<file path="src/rtl/pc_gen_pkg.sv">
// Shared constants and state encoding for the IF-stage PC generator.
// Optional alignment check: define PC_ALIGN_CHECK_EN.
package pc_gen_pkg;

  localparam logic [31:0] RESET_PC_VAL = 32'hBFC0_0000;
  localparam logic [31:0] PC_STEP_VAL  = 32'd4;

  typedef enum logic {
    PC_STATE_RUN  = 1'b0,
    PC_STATE_PEND = 1'b1
  } pc_state_t;

endpackage

</file>
<file path="src/rtl/branch_pend_buf.sv">
// One-entry redirect buffer: captures a branch target while IF is
// stalled and releases it once fetch can advance.
module branch_pend_buf
  import pc_gen_pkg::*;
(
  input  logic        clk,
  input  logic        rst,
  input  logic        i_capture,
  input  logic        i_release,
  input  logic        i_clear,
  input  logic [31:0] i_addr,
  output logic        o_valid,
  output logic [31:0] o_addr
);

  pc_state_t   r_state;
  logic [31:0] r_addr;

  // Capture overwrites any older entry; clear beats everything.
  always_ff @(posedge clk) begin
    if (rst) begin
      r_state <= PC_STATE_RUN;
      r_addr  <= '0;
    end else if (i_clear) begin
      r_state <= PC_STATE_RUN;
    end else if (i_capture) begin
      r_state <= PC_STATE_PEND;
      r_addr  <= i_addr;
    end else if (i_release) begin
      r_state <= PC_STATE_RUN;
    end
  end

  assign o_valid = (r_state == PC_STATE_PEND);
  assign o_addr  = r_addr;

endmodule

</file>
<file path="src/rtl/pc_gen.sv">
// IF-stage program counter with pending-redirect buffer.
// Optional misaligned-fetch detection: define PC_ALIGN_CHECK_EN.
module pc_gen
  import pc_gen_pkg::*;
#(
  parameter logic [31:0] RESET_PC = RESET_PC_VAL,
  parameter logic [31:0] PC_STEP  = PC_STEP_VAL
) (
  input  logic        clk,
  input  logic        rst,
  input  logic        stall_pc,
  input  logic        flush,
  input  logic [31:0] flush_pc,
  input  logic        branch_flag,
  input  logic [31:0] branch_addr,
  output logic [31:0] pc,
  output logic        rom_en,
  output logic        pend_valid,
  output logic        fetch_adel
);

  logic [31:0] r_pc;
  logic        r_rom_en;
  logic        r_boot;
  logic        w_active;
  logic        w_pend_valid;
  logic [31:0] w_pend_addr;
  logic        w_capture;
  logic        w_release;
  logic        w_clear;
  logic        w_load;
  logic [31:0] w_next_pc;

  // Fetch only advances once the post-reset enable cycle is done.
  assign w_active  = ~r_boot;
  assign w_capture = w_active & ~flush & stall_pc & branch_flag;
  assign w_release = w_active & ~flush & ~stall_pc & ~branch_flag;
  assign w_clear   = w_active & (flush | (~stall_pc & branch_flag));

  branch_pend_buf u_pend (
    .clk       (clk),
    .rst       (rst),
    .i_capture (w_capture),
    .i_release (w_release),
    .i_clear   (w_clear),
    .i_addr    (branch_addr),
    .o_valid   (w_pend_valid),
    .o_addr    (w_pend_addr)
  );

  // Redirect priority: flush, stall, live branch, pending, step.
  always_comb begin
    w_load    = 1'b0;
    w_next_pc = r_pc;
    if (w_active) begin
      if (flush) begin
        w_load    = 1'b1;
        w_next_pc = flush_pc;
      end else if (stall_pc) begin
        w_load    = 1'b0;
      end else if (branch_flag) begin
        w_load    = 1'b1;
        w_next_pc = branch_addr;
      end else if (w_pend_valid) begin
        w_load    = 1'b1;
        w_next_pc = w_pend_addr;
      end else begin
        w_load    = 1'b1;
        w_next_pc = r_pc + PC_STEP;
      end
    end
  end

`ifdef PC_ALIGN_CHECK_EN
  logic r_adel;
  logic w_mis;

  assign w_mis = (w_next_pc[1:0] != 2'b00);

  // PC, enable and misalignment flag; ROM is gated off a bad address.
  always_ff @(posedge clk) begin
    if (rst) begin
      r_pc     <= RESET_PC;
      r_rom_en <= 1'b0;
      r_boot   <= 1'b1;
      r_adel   <= 1'b0;
    end else if (r_boot) begin
      r_boot   <= 1'b0;
      r_rom_en <= 1'b1;
    end else if (w_load) begin
      r_pc     <= w_next_pc;
      r_adel   <= w_mis;
      r_rom_en <= ~w_mis;
    end
  end

  assign fetch_adel = r_adel;
`else
  // PC and enable; low address bits pass through untouched.
  always_ff @(posedge clk) begin
    if (rst) begin
      r_pc     <= RESET_PC;
      r_rom_en <= 1'b0;
      r_boot   <= 1'b1;
    end else if (r_boot) begin
      r_boot   <= 1'b0;
      r_rom_en <= 1'b1;
    end else if (w_load) begin
      r_pc     <= w_next_pc;
      r_rom_en <= 1'b1;
    end
  end

  assign fetch_adel = 1'b0;
`endif

  assign pc         = r_pc;
  assign rom_en     = r_rom_en;
  assign pend_valid = w_pend_valid;

endmodule

</file>
<file path="config.mk">
export PLATFORM = sky130hd
export DESIGN_NAME = pc_gen
export DESIGN_NICKNAME = d
export VERILOG_FILES = /design/src/rtl/pc_gen_pkg.sv /design/src/rtl/branch_pend_buf.sv /design/src/rtl/pc_gen.sv
export SDC_FILE = /design/constraint.sdc
export NUM_CORES = 1
export LEC_CHECK = 0
export ABC_AREA = 1
export CAP_MARGIN = 40
export CORE_ASPECT_RATIO = 1.25
export CORE_MARGIN = 5
export CORE_UTILIZATION = 45
export DETAILED_ROUTE_END_ITERATION = 6
export PLACE_DENSITY = 0.71
export SYNTH_ARGS = -nofsm -noshare
export SYNTH_HDL_FRONTEND = slang
export SYNTH_HIERARCHICAL = 1
export SYNTH_SLANG_ARGS = --single-unit
</file>
<file path="constraint.sdc">
create_clock -name clk -period 5.47 [get_ports clk]
set_clock_uncertainty 0.1 [all_clocks]
set_input_delay 1.094 -clock clk [delete_from_list [all_inputs] [get_ports clk]]
set_output_delay 1.094 -clock clk [all_outputs]
set_load 0.03 [all_outputs]
</file>
### Yosys cells after proc, flatten, opt, wreduce, memory -nomap -nowiden

Cells that the tools add are included.

| storage, ports and cells | value |
|---|---|
| register bits after elaboration | 67 |
| input port bits | 69 |
| output and inout bits | 35 |
| word-level logic and storage cells | 37 |

| cells by class | value |
|---|---|
| add/sub/neg operators | 1 |
| eq/ne operators | 1 |
| multiplexer cells | 12 |
| bitwise logic cells | 13 |
| reductions and logical operators | 5 |

Operator list:

| operator | count |
|---|---|
| $mux W32 | 4 |
| $add A32 B3 Y32 const B | 1 |
| $mux W1 | 8 |
| $and A1 B1 Y1 | 7 |
| $not A1 Y1 | 5 |
| $reduce_bool A2 Y1 | 2 |
| $reduce_and A3 Y1 | 1 |
| $ne A2 B1 Y1 const B | 1 |
| $reduce_and A2 Y1 | 1 |
| $reduce_or A2 Y1 | 1 |
| $or A1 B1 Y1 | 1 |

### Logic depth before layout (Yosys ltp)

Gate-level depths: netlist of run 1.

| depth | value |
|---|---|
| word-level depth | 6 |
| depth in mapped cells | 13 |
| gate-level depth less buffers | 13 |

### By module

Netlist of run 1, hierarchy kept.

Modules (own cells, without submodules):

| module | times used | cells an instance | area an instance (um2) | sequential area each (um2) |
|---|---|---|---|---|
| pc_gen | 1 | 530 | 3089.2 | 680.7 |
| branch_pend_buf | 1 | 214 | 1422.6 | 660.6 |

### Worst setup path after synthesis of run 1

Ideal clock, no wire load.

| timing | value |
|---|---|
| path type | in2reg |
| from | input port flush |
| to | register u_pend.r_addr[0] (netlist: u_pend/o_addr[0]) |
| library setup time | 0.064 ns |
| data arrival time | 2.576 ns |
| data required time | 5.306 ns |
| path slack | 2.730 ns |
| stages | 12 |
| buffers on the path | 4 |
| cells stage by stage | buf_2 inv_1 a21oi_2 inv_1 buf_2 clkbuf_8 nor2_1 inv_1 buf_2 nand3_1 nand2_1 nor2_1 |

| between the ends | value |
|---|---|
| elaborated cells between the ends (all ways) | 8 |
| those cells by class | bitwise: 7; reduce/logical: 1 |

RTL lines:

| item | RTL line | source |
|---|---|---|
| start: declaration | pc_gen.sv:12 | `input logic flush,` |
| $or A1 B1 Y1 | pc_gen.sv:38 | `assign w_clear = w_active & (flush \| (~stall_pc & branch_flag));` |
| $and A1 B1 Y1 | pc_gen.sv:38 |  |
| net w_clear | pc_gen.sv:30 | `logic w_clear;` |
| $not A1 Y1 (no line) | n/a |  |
| $reduce_and A2 Y1 (no line) | n/a |  |
| end signal: assignment | branch_pend_buf.sv:28 | `r_addr <= i_addr;` |
| end: declaration | branch_pend_buf.sv:17 | `logic [31:0] r_addr;` |

The timed path passes the listed nets, and every way through them passes these cells.
A chain may end at the register's enable or synchronous reset.

### Worst setup path after layout of run 1

| timing | value |
|---|---|
| from | input port flush |
| to | register u_pend.r_addr[14] (netlist: u_pend/o_addr[14]) |

Same word-level chain as after synthesis.

==> results of run 1 <==
## worst max-delay path by stage
stage                 from           endpoint  depth (start not counted)
2_1_floorplan        flush   u_pend/o_addr[0]                         12
3_3_place_gp   branch_flag  u_pend/o_addr[20]                          7
3_5_place_dp         flush  u_pend/o_addr[20]                         11
4_1_cts              flush  u_pend/o_addr[14]                         11
5_1_grt              flush   u_pend/o_addr[7]                         11
6_report             flush  u_pend/o_addr[14]                         11
## report_power, final
group	internal, mW	total (mW)	switching, mW
logic	0.131	0.301	0.170
registers	0.514	0.549	0.0355
clock network	0.482	0.699	0.217
## worst register-to-register path: cells and delay by family, from the launching register on
family / cells / cell delay, ns
buf+inv: 3 / 0.77
simple gates: 4 / 0.50
compound gates: 1 / 0.45
flops: 1 / 0.33
## area by class of cell
type | count | area, sq um
flip-flops and latches | 67 | 1340
repair buffers | 112 | 1130
fillers | 956 | 3810
well taps | 126 | 158
clock buffers | 12 | 267
multi-input cells | 569 | 2650
clock inverters | 4 | 95.1
inverters | 69 | 259
## stage by stage
step	cell area, sq um	power (mW)
floorplan	4510	0.724
global placement	5470	0.847
detailed placement	5540	0.856
CTS	5900	1.55
global route	5900	1.61
finish	5900	1.55
## per-layer routing
layer	share of wire	wire [um]	vias to the layer above
li1	-	-	2551
met1	0.41	6320	2342
met2	0.49	7490	235
met3	0.070	1070	30
met4	0.024	369	0
met5	0	0	-
## placed cells by master, fill, tap and decap left out, types with 2 or more instances in the layout
master,synthesis,routed
bufinv_16,0,3
a41oi_1,2,2
o21ai_2,2,2
a21oi_2,5,5
dfxtp_1,67,67
nor3_1,5,5
nand2_2,6,6
inv_1,64,64
clkdlybuf4s50_1,0,102
nor2_2,6,7
nand3_1,67,67
nand2_1,186,186
nor2_1,166,165
nor2_4,6,6
nand4_1,5,5
clkbuf_16,0,9
o211ai_1,9,9
nor3_2,3,3
o21ai_0,21,21
clkbuf_8,5,3
buf_8,0,2
nand3b_1,4,4
a221oi_1,9,9
o21ai_1,2,2
a21oi_1,50,50
inv_2,5,5
nand2_4,2,2
xor2_1,2,2
buf_4,3,6
## sequential cells by signal (all words and copies together) (netlist names)
signal / flops
pc: 32
u_pend/o_valid: 1
u_pend/o_addr: 32
rom_en: 1
r_boot: 1
## cells by family after synthesis
logic type	count (synthesis)	synth area share
buffers and inverters	108	0.116
DFF	67	0.297
and+or+nand+nor	459	0.438
xor gates and xnor gates	2	0.00388
AOI/OAI and AO/OA	106	0.141
adders and majority gates	1	0.00277
other	1	0.000831
==> impl_metrics.toml, run 1 <==
[outcome]
status = "finished, final reports clean"

[worst_setup_path]
timing.rr.end = "u_pend/o_addr[14]"
critical_path_class = "input port to flop"
crit_required_ns = 5.64
crit_path_max_incr_delay_ns = 0.51
r2r_cells = 8
cp-start-kind = "input port"
r2r_slack_ns = 3.25
cp_top_family = "buffers and inverters"
cp_slowest_cell = "a21oi_2"
cp-end-kind = "flop"
cp_cell_sequence = "clkdlybuf4s50_1 > buf_4 > inv_1 > a21oi_2 > inv_1 > nor2_1 > inv_1 > buf_16 > nand3_1 > nand2_1 > nor2_1"
critPathMostFrequentCell = "inv_1"
crit_path_max_fanout = 35
path_buf_inv = 6
r2r-start = "r_boot"
cp.arrival_ns = 3.84

[finish]
fin_cells = 959
area_delta_synth_final_pct = 30.8
diodes = 0
fin_nets = 898
post-route-util = 0.608
drive_gt1_frac = 0.0780

[clocking]
postCtsSetupBuffers = 0
cts-root-buf = "clkbuf_16"
cts_buffer_depth = 2
cts.repair.resized = 0
htreeDepth = 3
clk_latency_ns = 0.33
cts_tree = "done"
cts.sinks = 67
cts_hold_buffers = 0
path_clk_slew_ns = 0.06
numCtsBuffers = 9

[detailed_routing]
drtPass1Iterations = 5
drcViolationCount = 0
drt-total-wl_mm = 15.2
drt_iter0_drc = 501
ant_nets = 0
via_count = 5158
vias_per_cell = 5.38
wl_per_cell_um = 15.9

[grt]
antenna_found_initial = 0
met3_usage = 0.0367
grt_max_degree = 49
gr-total-overflow = 0
grt_usage = 0.255
top_usage_layer = "met2"
grt_pass1_wl_mm = 24.8
met2_usage = 0.437
grt_pass1_vias = 4896
met1_usage = 0.324

[sta]
finalSetupTns_ns = 0
hold_violations = 0
rsz0062_at_grt = "false"
finalSetupViolCount = 0
finalCritPeriodShare = 0.672
drv_slew = 0
worstMarginPinSlew_ns = 0.814
setup_ws_ns = 1.79
slew_headroom = 0.456
timing.fmax_mhz = 272
hold_slack_ns = 0.379
finalCriticalPeriod_ns = 3.68

[floorplanning]
initial_utilization = 0.465
fp.dieH_um = 122
io_pins = 104
fp.coreArea_sq_um = 9710
die_width_um = 99.6
rows = 40
dieArea_sq_um = 12100

[logic_synthesis]
synthesis.nets = 814
ys_warn_count = 6
synth_area_leaders = "dfxtp_1, nand2_1, nor2_1"
synth_edf_count = 0
synthTopCellsByCount = "nand2_1, nor2_1, dfxtp_1, nand3_1, inv_1"
ys_types = 42
synth_area_sq_um = 4510
synth_top_area_cell = "dfxtp_1"
synthArstFlopShare = 0
synthCells = 744
yosysMostFrequentCell = "nand2_1"
avgSynthCellArea_sq_um = 6.06
synth_flop_cell = "dfxtp_1"
synth_top_cell_area_share = 0.297
ys_ff_latch = 67
yosysSeqAreaShare = 0.297

[power]
ir_drop_uv = 159
p_per_area_nw_per_um2 = 262
p_leak_nw = 2.51

[place]
gp_congestion = 0.953
dp.cells = 943
port_buffers = 102
hpwl_mm = 10.8
pre_cts_ws_ns = 1.55

[worst_hold_path]
holdPathEnd = "u_pend/o_addr[12]"
min-delay-start = "u_pend/o_addr[12]"
hold_class = "flop to flop"
holdPathStages = 2

[job]
maxCapViolCount = 0
Note: power is estimated with default switching activity, not from simulation.
==> run 2: changes to the inputs <==
==> constraint.sdc (replaced) <==
create_clock -name clk -period 3.83 [get_ports clk]
set_clock_uncertainty 0.1 [all_clocks]
set_input_delay 0.766 -clock clk [delete_from_list [all_inputs] [get_ports clk]]
set_output_delay 0.766 -clock clk [all_outputs]
set_load 0.03 [all_outputs]
==> run 2 against run 1 <==
Effect of this change:
- cell count rose by 0.31%
- non-clock buffer count is 5 higher
- via count increased by 0.31%
- critical path depth down 1
- flip-flop and latch count unchanged
==> impl_metrics.toml, run 2 (same netlist as run 1, synthesis figures left out) <==
[outcome]
status = "finished, final reports clean"

[detailed_routing]
wl_per_cell_um = 15.7
drcViolationCount = 0
drtPass1Iterations = 6
via_count = 5174
drt_iter0_drc = 339
drt-total-wl_mm = 15.1
vias_per_cell = 5.38
ant_nets = 0

[clocking]
cts.repair.resized = 0
cts.sinks = 67
clk_latency_ns = 0.33
htreeDepth = 3
cts_buffer_depth = 2
cts-root-buf = "clkbuf_16"
cts_tree = "done"
postCtsSetupBuffers = 0
path_clk_slew_ns = 0.05
numCtsBuffers = 9
cts_hold_buffers = 0

[place]
gp_congestion = 0.941
hpwl_mm = 11.0
placed_cell_area_sq_um = 5570
dp.cells = 948
port_buffers = 102

[sta]
slew_headroom = 0.609
finalSetupViolCount = 0
finalCriticalPeriod_ns = 2.76
timing.fmax_mhz = 362
rsz0062_at_grt = "false"
finalCritPeriodShare = 0.720
worstMarginPinSlew_ns = 0.584
drv_slew = 0
hold_violations = 0
finalSetupTns_ns = 0

[floorplanning]
rows = 40
die_width_um = 99.6
initial_utilization = 0.465
fp.coreArea_sq_um = 9710
io_pins = 104
dieArea_sq_um = 12100
fp.dieH_um = 122

[finish]
drive_gt1_frac = 0.0801
diodes = 0
fin_cells = 962
layout_commonest_cell = "nand2_1"
fin_nets = 903
final_cell_mix = "nand2_1, nor2_1, clkdlybuf4s50_1"
final_area_sq_um = 5850
area_delta_synth_final_pct = 29.7

[worst_hold_path]
holdPathStages = 2
min-delay-start = "u_pend/o_addr[22]"
holdPathEnd = "u_pend/o_addr[22]"
hold_class = "flop to flop"

[grt]
grt_usage = 0.258
gr-total-overflow = 0
antenna_found_initial = 0
grt_max_degree = 49
grt_pass1_wl_mm = 25.2
grt_pass1_vias = 5168

[power]
finalPower_mw = 2.03
ir_drop_uv = 224
p_per_area_nw_per_um2 = 346
p_leak_nw = 2.50

[worst_setup_path]
cp.arrival_ns = 2.93
r2r_cells = 10
crit_required_ns = 4.00
cp-end-kind = "flop"
crit_path_max_fanout = 22
timing.rr.end = "pc[28]"
r2r-start = "pc[2]"
cp-start-kind = "input port"
critical_path_class = "input port to flop"
r2r_slack_ns = 1.86

[job]
maxCapViolCount = 0
-- run 2: layout make-up --
cell class / instances / area, sq um
clock buffers: 11 / 243
clock inverters: 3 / 40.0
fillers: 943 / 3860
inverters: 69 / 259
multi-input cells: 569 / 2650
flip-flops and latches: 67 / 1340
well taps: 126 / 158
repair buffers: 117 / 1160
-- run 2: power breakdown --
group	internal, mW	switching, mW	leakage, nW	total [mW]
Sequential	0.734	0.0509	0.549	0.785
Combinational	0.189	0.240	1.81	0.429
Clock	0.512	0.299	0.141	0.811
Total	1.44	0.590	2.50	2.03
-- run 2: worst max-delay path by stage --
stage / from / to / slack [ns]
floorplan: flush / u_pend/o_addr[0] / 1.42
global placement: branch_flag / u_pend/o_addr[29] / 0.65
detailed placement: branch_flag / u_pend/o_addr[29] / 0.78
CTS: branch_flag / u_pend/o_addr[29] / 1.12
global route: branch_flag / u_pend/o_addr[25] / 0.89
finish: branch_flag / u_pend/o_addr[29] / 1.07
-- run 2: routing by layer --
layer	up-vias	part of all wire	track usage
li1	2564	-	-
met1	2361	0.41	0.320
met2	210	0.49	0.441
met3	39	0.059	0.0281
met4	0	0.033	0.126
met5	-	0	0
-- run 2: worst max-delay path: stages --
cell,delay (ns)
clkdlybuf4s50_1,0.51
buf_4,0.30
nor2_1,0.09
buf_4,0.18
nor2_1,0.23
inv_1,0.33
buf_8,0.26
nand3_1,0.09
nand2_1,0.05
nor2_1,0.11
-- run 2: per-stage QoR --
stage | setup slack, ns | hold slack [ns] | util
finish | 1.07 | 0.385 | 0.603
global route | 0.886 | 0.402 | 0.603
CTS | 1.12 | 0.383 | 0.603
detailed placement | 0.783 | 0.371 | 0.573
global placement | 0.648 | 0.360 | 0.569
floorplan | 1.42 | 0.349 | -
